[src/rtl/cartridge_load_controller.sv]
// Cartridge loader: packs detected 2-bit colors into instruction words, writes
// them to program RAM, and keeps the CPU halted until the load completes.
module cartridge_load_controller #(
    parameter int WORD_NIBS = 6,
    parameter int ADDR_W    = 8,
    parameter int MAX_WORDS = 256
) (
    input  logic                     clk,
    input  logic                     reset,
    input  logic                     loadStart,
    input  logic                     loadEnd,
    input  logic                     colorValid,
    input  logic [1:0]               color,
    input  logic [ADDR_W-1:0]        cpuAddress,
    output logic [ADDR_W-1:0]        ramAddr,
    output logic [2*WORD_NIBS-1:0]   ramDin,
    output logic                     ramWriteEn,
    output logic                     cpuHalt,
    output logic                     loadDone,
    output logic [ADDR_W:0]          wordCount,
    output logic                     overflow
);
    localparam int DATA_W = 2 * WORD_NIBS;
    localparam int CNT_W  = $clog2(WORD_NIBS + 1);
    localparam logic [CNT_W-1:0]  LAST_NIB = CNT_W'(WORD_NIBS - 1);
    localparam logic [ADDR_W:0]   MAX_WC   = (ADDR_W + 1)'(MAX_WORDS);

    typedef enum logic [1:0] {S_IDLE, S_LOAD, S_FLUSH, S_READY} state_t;

    state_t              state_q, state_d;
    logic [DATA_W-1:0]   shift_q, shift_d;
    logic [CNT_W-1:0]    cnt_q, cnt_d;
    logic [ADDR_W:0]     word_count_q, word_count_d;
    logic                overflow_q, overflow_d;
    logic [DATA_W-1:0]   ram_din_q, ram_din_d;
    logic                ram_we_q, ram_we_d;
    logic [ADDR_W-1:0]   wr_addr_q, wr_addr_d;
    logic                cpu_halt_q, cpu_halt_d;
    logic                load_done_q, load_done_d;

    logic [DATA_W-1:0]   next_word;
    logic [DATA_W-1:0]   pad_word;
    logic                full;

    // First color of a word ends up in the MSBs; a partial word is left-justified.
    assign next_word = {shift_q[DATA_W-3:0], color};
    assign pad_word  = shift_q << (2 * (WORD_NIBS - int'(cnt_q)));
    assign full      = (word_count_q == MAX_WC);

    always_comb begin
        state_d      = state_q;
        shift_d      = shift_q;
        cnt_d        = cnt_q;
        word_count_d = word_count_q;
        overflow_d   = overflow_q;
        ram_din_d    = ram_din_q;
        ram_we_d     = 1'b0;
        wr_addr_d    = wr_addr_q;
        cpu_halt_d   = cpu_halt_q;
        load_done_d  = load_done_q;

        if (loadStart) begin
            state_d      = S_LOAD;
            shift_d      = '0;
            cnt_d        = '0;
            word_count_d = '0;
            overflow_d   = 1'b0;
            load_done_d  = 1'b0;
            cpu_halt_d   = 1'b1;
        end else begin
            case (state_q)
                S_LOAD: begin
                    if (colorValid) begin
                        if (full) begin
                            overflow_d = 1'b1;
                        end else if (cnt_q == LAST_NIB) begin
                            ram_din_d    = next_word;
                            ram_we_d     = 1'b1;
                            wr_addr_d    = word_count_q[ADDR_W-1:0];
                            word_count_d = word_count_q + (ADDR_W + 1)'(1);
                            shift_d      = '0;
                            cnt_d        = '0;
                        end else begin
                            shift_d = next_word;
                            cnt_d   = cnt_q + CNT_W'(1);
                        end
                    end
                    // loadEnd looks at the counter after this cycle's color.
                    if (loadEnd) begin
                        if (cnt_d == '0) begin
                            state_d     = S_READY;
                            load_done_d = 1'b1;
                            cpu_halt_d  = 1'b0;
                        end else begin
                            state_d = S_FLUSH;
                        end
                    end
                end
                S_FLUSH: begin
                    ram_din_d = pad_word;
                    if (full) begin
                        overflow_d = 1'b1;
                    end else begin
                        ram_we_d     = 1'b1;
                        wr_addr_d    = word_count_q[ADDR_W-1:0];
                        word_count_d = word_count_q + (ADDR_W + 1)'(1);
                    end
                    shift_d     = '0;
                    cnt_d       = '0;
                    state_d     = S_READY;
                    load_done_d = 1'b1;
                    cpu_halt_d  = 1'b0;
                end
                default: ;
            endcase
        end
    end

    always_ff @(posedge clk) begin
        if (!reset) begin
            state_q      <= S_IDLE;
            shift_q      <= '0;
            cnt_q        <= '0;
            word_count_q <= '0;
            overflow_q   <= 1'b0;
            ram_din_q    <= '0;
            ram_we_q     <= 1'b0;
            wr_addr_q    <= '0;
            cpu_halt_q   <= 1'b1;
            load_done_q  <= 1'b0;
        end else begin
            state_q      <= state_d;
            shift_q      <= shift_d;
            cnt_q        <= cnt_d;
            word_count_q <= word_count_d;
            overflow_q   <= overflow_d;
            ram_din_q    <= ram_din_d;
            ram_we_q     <= ram_we_d;
            wr_addr_q    <= wr_addr_d;
            cpu_halt_q   <= cpu_halt_d;
            load_done_q  <= load_done_d;
        end
    end

    // The CPU is halted whenever the loader can write, so the port never contends.
    assign ramAddr    = ram_we_q ? wr_addr_q : cpuAddress;
    assign ramDin     = ram_din_q;
    assign ramWriteEn = ram_we_q;
    assign cpuHalt    = cpu_halt_q;
    assign loadDone   = load_done_q;
    assign wordCount  = word_count_q;
    assign overflow   = overflow_q;

endmodule

[config.mk]
export PLATFORM = sky130hd
export DESIGN_NAME = cartridge_load_controller
export DESIGN_NICKNAME = d
export VERILOG_FILES = /design/src/rtl/cartridge_load_controller.sv
export SDC_FILE = /design/constraint.sdc
export NUM_CORES = 1
export LEC_CHECK = 0
export CORE_ASPECT_RATIO = 0.6
export CORE_MARGIN = 4
export CORE_UTILIZATION = 55
export DETAILED_ROUTE_END_ITERATION = 16
export DONT_BUFFER_PORTS = 1
export PLACE_DENSITY = 0.7
export SYNTH_ARGS = -nofsm -noshare
export SYNTH_HDL_FRONTEND = slang
export SYNTH_SLANG_ARGS = --single-unit
[constraint.sdc]
create_clock -name clk -period 5.2 [get_ports clk]
set_input_delay 1.04 -clock clk [delete_from_list [all_inputs] [get_ports clk]]
set_output_delay 1.04 -clock clk [all_outputs]
set_load 0.1 [all_outputs]
======== Word-level counts from Yosys, hierarchy flattened ========
Cells that the tools add are included.
Widths: inputs -> output; s select.
word-level totals
  input bits .............................. 15
  bits in registers ....................... 50
cells by class
  $add $sub $neg .......................... 3
  equal/unequal tests ..................... 11
  multiplexer cells ....................... 43
  shift-type cells ........................ 1
  bitwise logic cells ..................... 2
  reductions and logical operators ........ 12
operators by type and width
  kind                 count
  $mux 12              6
  $pmux 12 s2          2
  $mux 8               5
  $mux 9               4
  $shl 12x32->12       1
  $pmux 9 s2           1
  $pmux 8 s2           1
  $mux 3               5
  $mux 1               12
  $ne 2x2->1 const B   6
  $reduce_and 5->1     2
  $add 9x1->9 const B  1
  $eq 9x9->1 const B   1
  $pmux 1 s2           4
  $pmux 3 s2           1
  $reduce_and 2->1     3
  $reduce_and 3->1     2
  $reduce_and 6->1     1
  $pmux 2 s2           1
  $sub 3x3->4 const A  1
  $add 3x1->3 const B  1
  $eq 3x3->1 const B   1
  $logic_not 3->1      1
  $ne 3x3->1 const B   1
  other kinds (7)      8

======== Longest topological paths before layout ========
  depth in word-level cells ............... 11
  mapped depth ............................ 11
  gate-level depth less buffers ........... 7

======== Least setup slack after synthesis ========
Ideal clock, no wire load.
  path kind ............................... reg2out
  start point ............................. register ram_we_q (netlist: ramWriteEn)
  end point ............................... output ramAddr[0]
  arrival time ............................ 1.870 ns
  cell stages (with the launch flop) ...... 3
  path buffers ............................ 1
  setup slack ............................. 2.290 ns
  cell sequence ........................... dfxtp_1 clkbuf_1 mux2_2
between the ends
  word-level cells in the longest chain between the ends .. 1
RTL lines
  element                 RTL line  RTL
  from (decl)             36        logic ram_we_q, ram_we_d;
  from (signal assigned)  138       ram_we_q <= ram_we_d;
  $mux 8                  146       assign ramAddr = ram_we_q ? wr_addr_q : cpuAddress;
  to (decl)               15        output logic [ADDR_W-1:0] ramAddr,
No other way between the ends.

======== Final worst setup path ========
  start point ............................. register word_count_q[0] (netlist: wordCount[0])
  end point ............................... register shift_q[4]
between the ends
  word-level cells in the longest chain between the ends .. 3
RTL lines
  element                     RTL line  RTL
  from (decl)                 33        logic [ADDR_W:0] word_count_q, word_count_d;
  from (signal assigned)      135       word_count_q <= word_count_d;
  $eq 9x9->1                  48        assign full = (word_count_q == MAX_WC);
  $ne 2x2->1 (no line)        n/a
  $reduce_and 3->1 (no line)  n/a
  to (signal assigned)        133       shift_q <= shift_d;
  to (decl)                   31        logic [DATA_W-1:0] shift_q, shift_d;
No other way between the ends.
A chain may end at the register's enable or synchronous reset.

==> metrics.yaml <==
yosys:
  yosys_warnings: 0
  synthArstFlopShare: 0
  synth_common_cells: "50 x dfxtp_1, 29 x nand2_1, 24 x a21oi_1"
  yosys-top-cells-area: "dfxtp_1 36%, a21oi_1 4.4%, mux2_2 4.1%, nor2b_1 4.1%, nand2_1 4.0%"
  synth_top_area_cell: "dfxtp_1"
  avgSynthCellArea_um2: 8.42
  synth-edff-count: 0
  syn_inst: 327
  syn-cell-area_um2: 2750
  syn-num-nets: 350
  synth_seq_area_share: 0.363
  synth.most_common_cell: "dfxtp_1"
  synth.top_cell.area_share: 0.363
  ys_ff_latch: 50
  yosysUniqueCellTypes: 54
  ys.flop_type: "dfxtp_1"
placed_design:
  portBuffers: 0
  dp_hpwl_um: 4820
  gp_congestion: 0.908
floorplan:
  fp.dieArea_um2: 6240
  row_count: 19
  core_um2: 4710
  die_w_um: 99.4
  num_io_pins: 48
  start_util: 0.585
  die_h_um: 62.8
detailed_routing:
  drt_iter0_markers: 236
  via_count: 2359
  postRouteAntennaNets: 0
  drt_wl_total_um: 6680
  vias_per_cell: 6.18
  routedWlPerCell_um: 17.5
  first_pass_iters: 5
  drc_errors: 0
global_route:
  grt_util_all_layers: 0.218
  grt_remaining_overflow: 0
  antenna_found_initial: 0
  grt_max_degree: 25
  grt_pass1_vias: 2027
  grt_pass1_wl_um: 11100
clock_tree:
  clk_pin_slew_ns: 0.10
  clk_latency_ns: 0.31
  clock-sinks: 50
  cts_resized: 0
  post-cts-setup-buffers: 0
  cts_root_buffer: "clkbuf_8"
  h-tree-depth: 2
  cts_buffers: 5
  cts_tree: "built"
  ctsLongestPathBuffers: 2
  hold_buffers: 0
final_layout:
  num-fill-cells: 424
  diodes: 0
  drive_above_1_share: 0.110
  final_util: 0.612
  multi_input_area_um2: 1590
  nNetsFinal: 341
  area_growth_pct: 4.63
  ff_latch_area_um2: 1000
setup_path:
  crit_arrival_ns: 3.31
  start_kind: "flop"
  end_kind: "flop"
  crit_fanout: 12
  required_ns: 5.44
  path_class: "flop to flop"
sta:
  timing_hold_violations_final: 0
  finalCritPeriodShare: 0.591
  tns_ns: 0
  fmax_mhz: 326
  finalSetupViolations: 0
  timing.final.crit_period_ns: 3.07
  report.final.slew_viol_count: 0
  tightest_slew_ns: 1.19
  skew_ns: 0.0101
  slew_headroom: 0.208
  rsz0062_at_grt: "false"
power:
  power_leakage_nw: 0.980
  power.density_nw_per_um2: 277
  ir_worst_vdd_uv: 256
hold_path:
  hold_class: "flop to flop"
outcome:
  status: "completed"
job:
  drv_cap: 0
final timing paths:
path | start | end | slack [ns] | cells past startpoint
worst max-delay path | wordCount[0] | shift_q[4] | 2.13 | 7
worst min-delay path | shift_q[11] | shift_q[11] | 0.46 | 2
worst max register to register | wordCount[0] | shift_q[4] | 2.13 | 7
worst min register to register | shift_q[11] | shift_q[11] | 0.46 | 2
per-layer routing:
layer	track usage	vias to the layer above	wire [um]
met4	0.0341	0	4
met5	0	-	0
met2	0.275	92	2590
li1	-	1173	-
met1	0.364	1092	3530
met3	0.0513	2	550
where the power goes:
| group | total (mW) | internal (mW) | switching [mW] |
|---|---|---|---|
| combinational | 0.0982 | 0.0259 | 0.0723 |
| sequential | 0.463 | 0.393 | 0.0701 |
| clock | 0.236 | 0.0965 | 0.139 |
| total | 0.797 | 0.515 | 0.282 |
cells by family after synthesis:
family,Yosys count,synth area share
flops,50,0.363
xor+xnor,4,0.0127
buf+inv,40,0.0582
simple gates,110,0.205
compound gates,93,0.231
mux,22,0.0936
fa+ha+maj,8,0.0363
layout make-up:
cell class                 count  area share
multi-input combinational    237       0.553
sequential                    50       0.347
tap                           63      0.0274
clock buffer                   5      0.0239
inverter                      17      0.0221
timing repair buffer           7      0.0182
clock inverter                 3     0.00825
cells in the final DEF, fill, tap and decap left out, drive strengths merged, types with 3 or more instances in the layout:
master	netlist	layout
a31oi	15	15
mux2	10	10
nand2b	3	3
a21oi	24	24
nand3	18	18
nor4	3	3
o211ai	5	5
ha	8	8
buf	8	7
mux2i	10	10
o211a	6	6
a32oi	4	4
nand2	29	29
nor2	17	17
inv	15	16
dfxtp	50	50
clkbuf	15	5
and2	5	5
o21ai	18	18
nor2b	18	18
nor3	7	7
xnor2	3	3
flip-flops by register name, indices dropped and copies added, names as in the netlist:
name        count
cnt_q           3
cpuHalt         1
loadDone        1
overflow        1
ramDin         12
ramWriteEn      1
shift_q        12
state_q         2
wordCount       9
wr_addr_q       8
worst max-delay path, cell delays in order, from the launching register on:
cell and delay [ns]:
dfxtp_1 1.05, inv_1 0.20, ha_1 0.25, or4b_1 0.26, o21ai_2 0.15, a21oi_1 0.77, nand3_1 0.16, a21oi_1 0.18
per-stage QoR:
stage	total power, mW	cells	hold slack [ns]	instance area (um^2)	setup WS, ns
floorplan	0.556	327	0.427	2750	2.29
detailed placement	0.569	374	0.442	2790	2.17
finish	0.797	382	0.457	2880	2.13
CTS	0.804	382	0.455	2880	2.14
global placement	0.568	374	0.439	2790	2.19
global route	0.831	382	0.470	2880	1.84
Note: power is estimated with default switching activity, not from simulation.
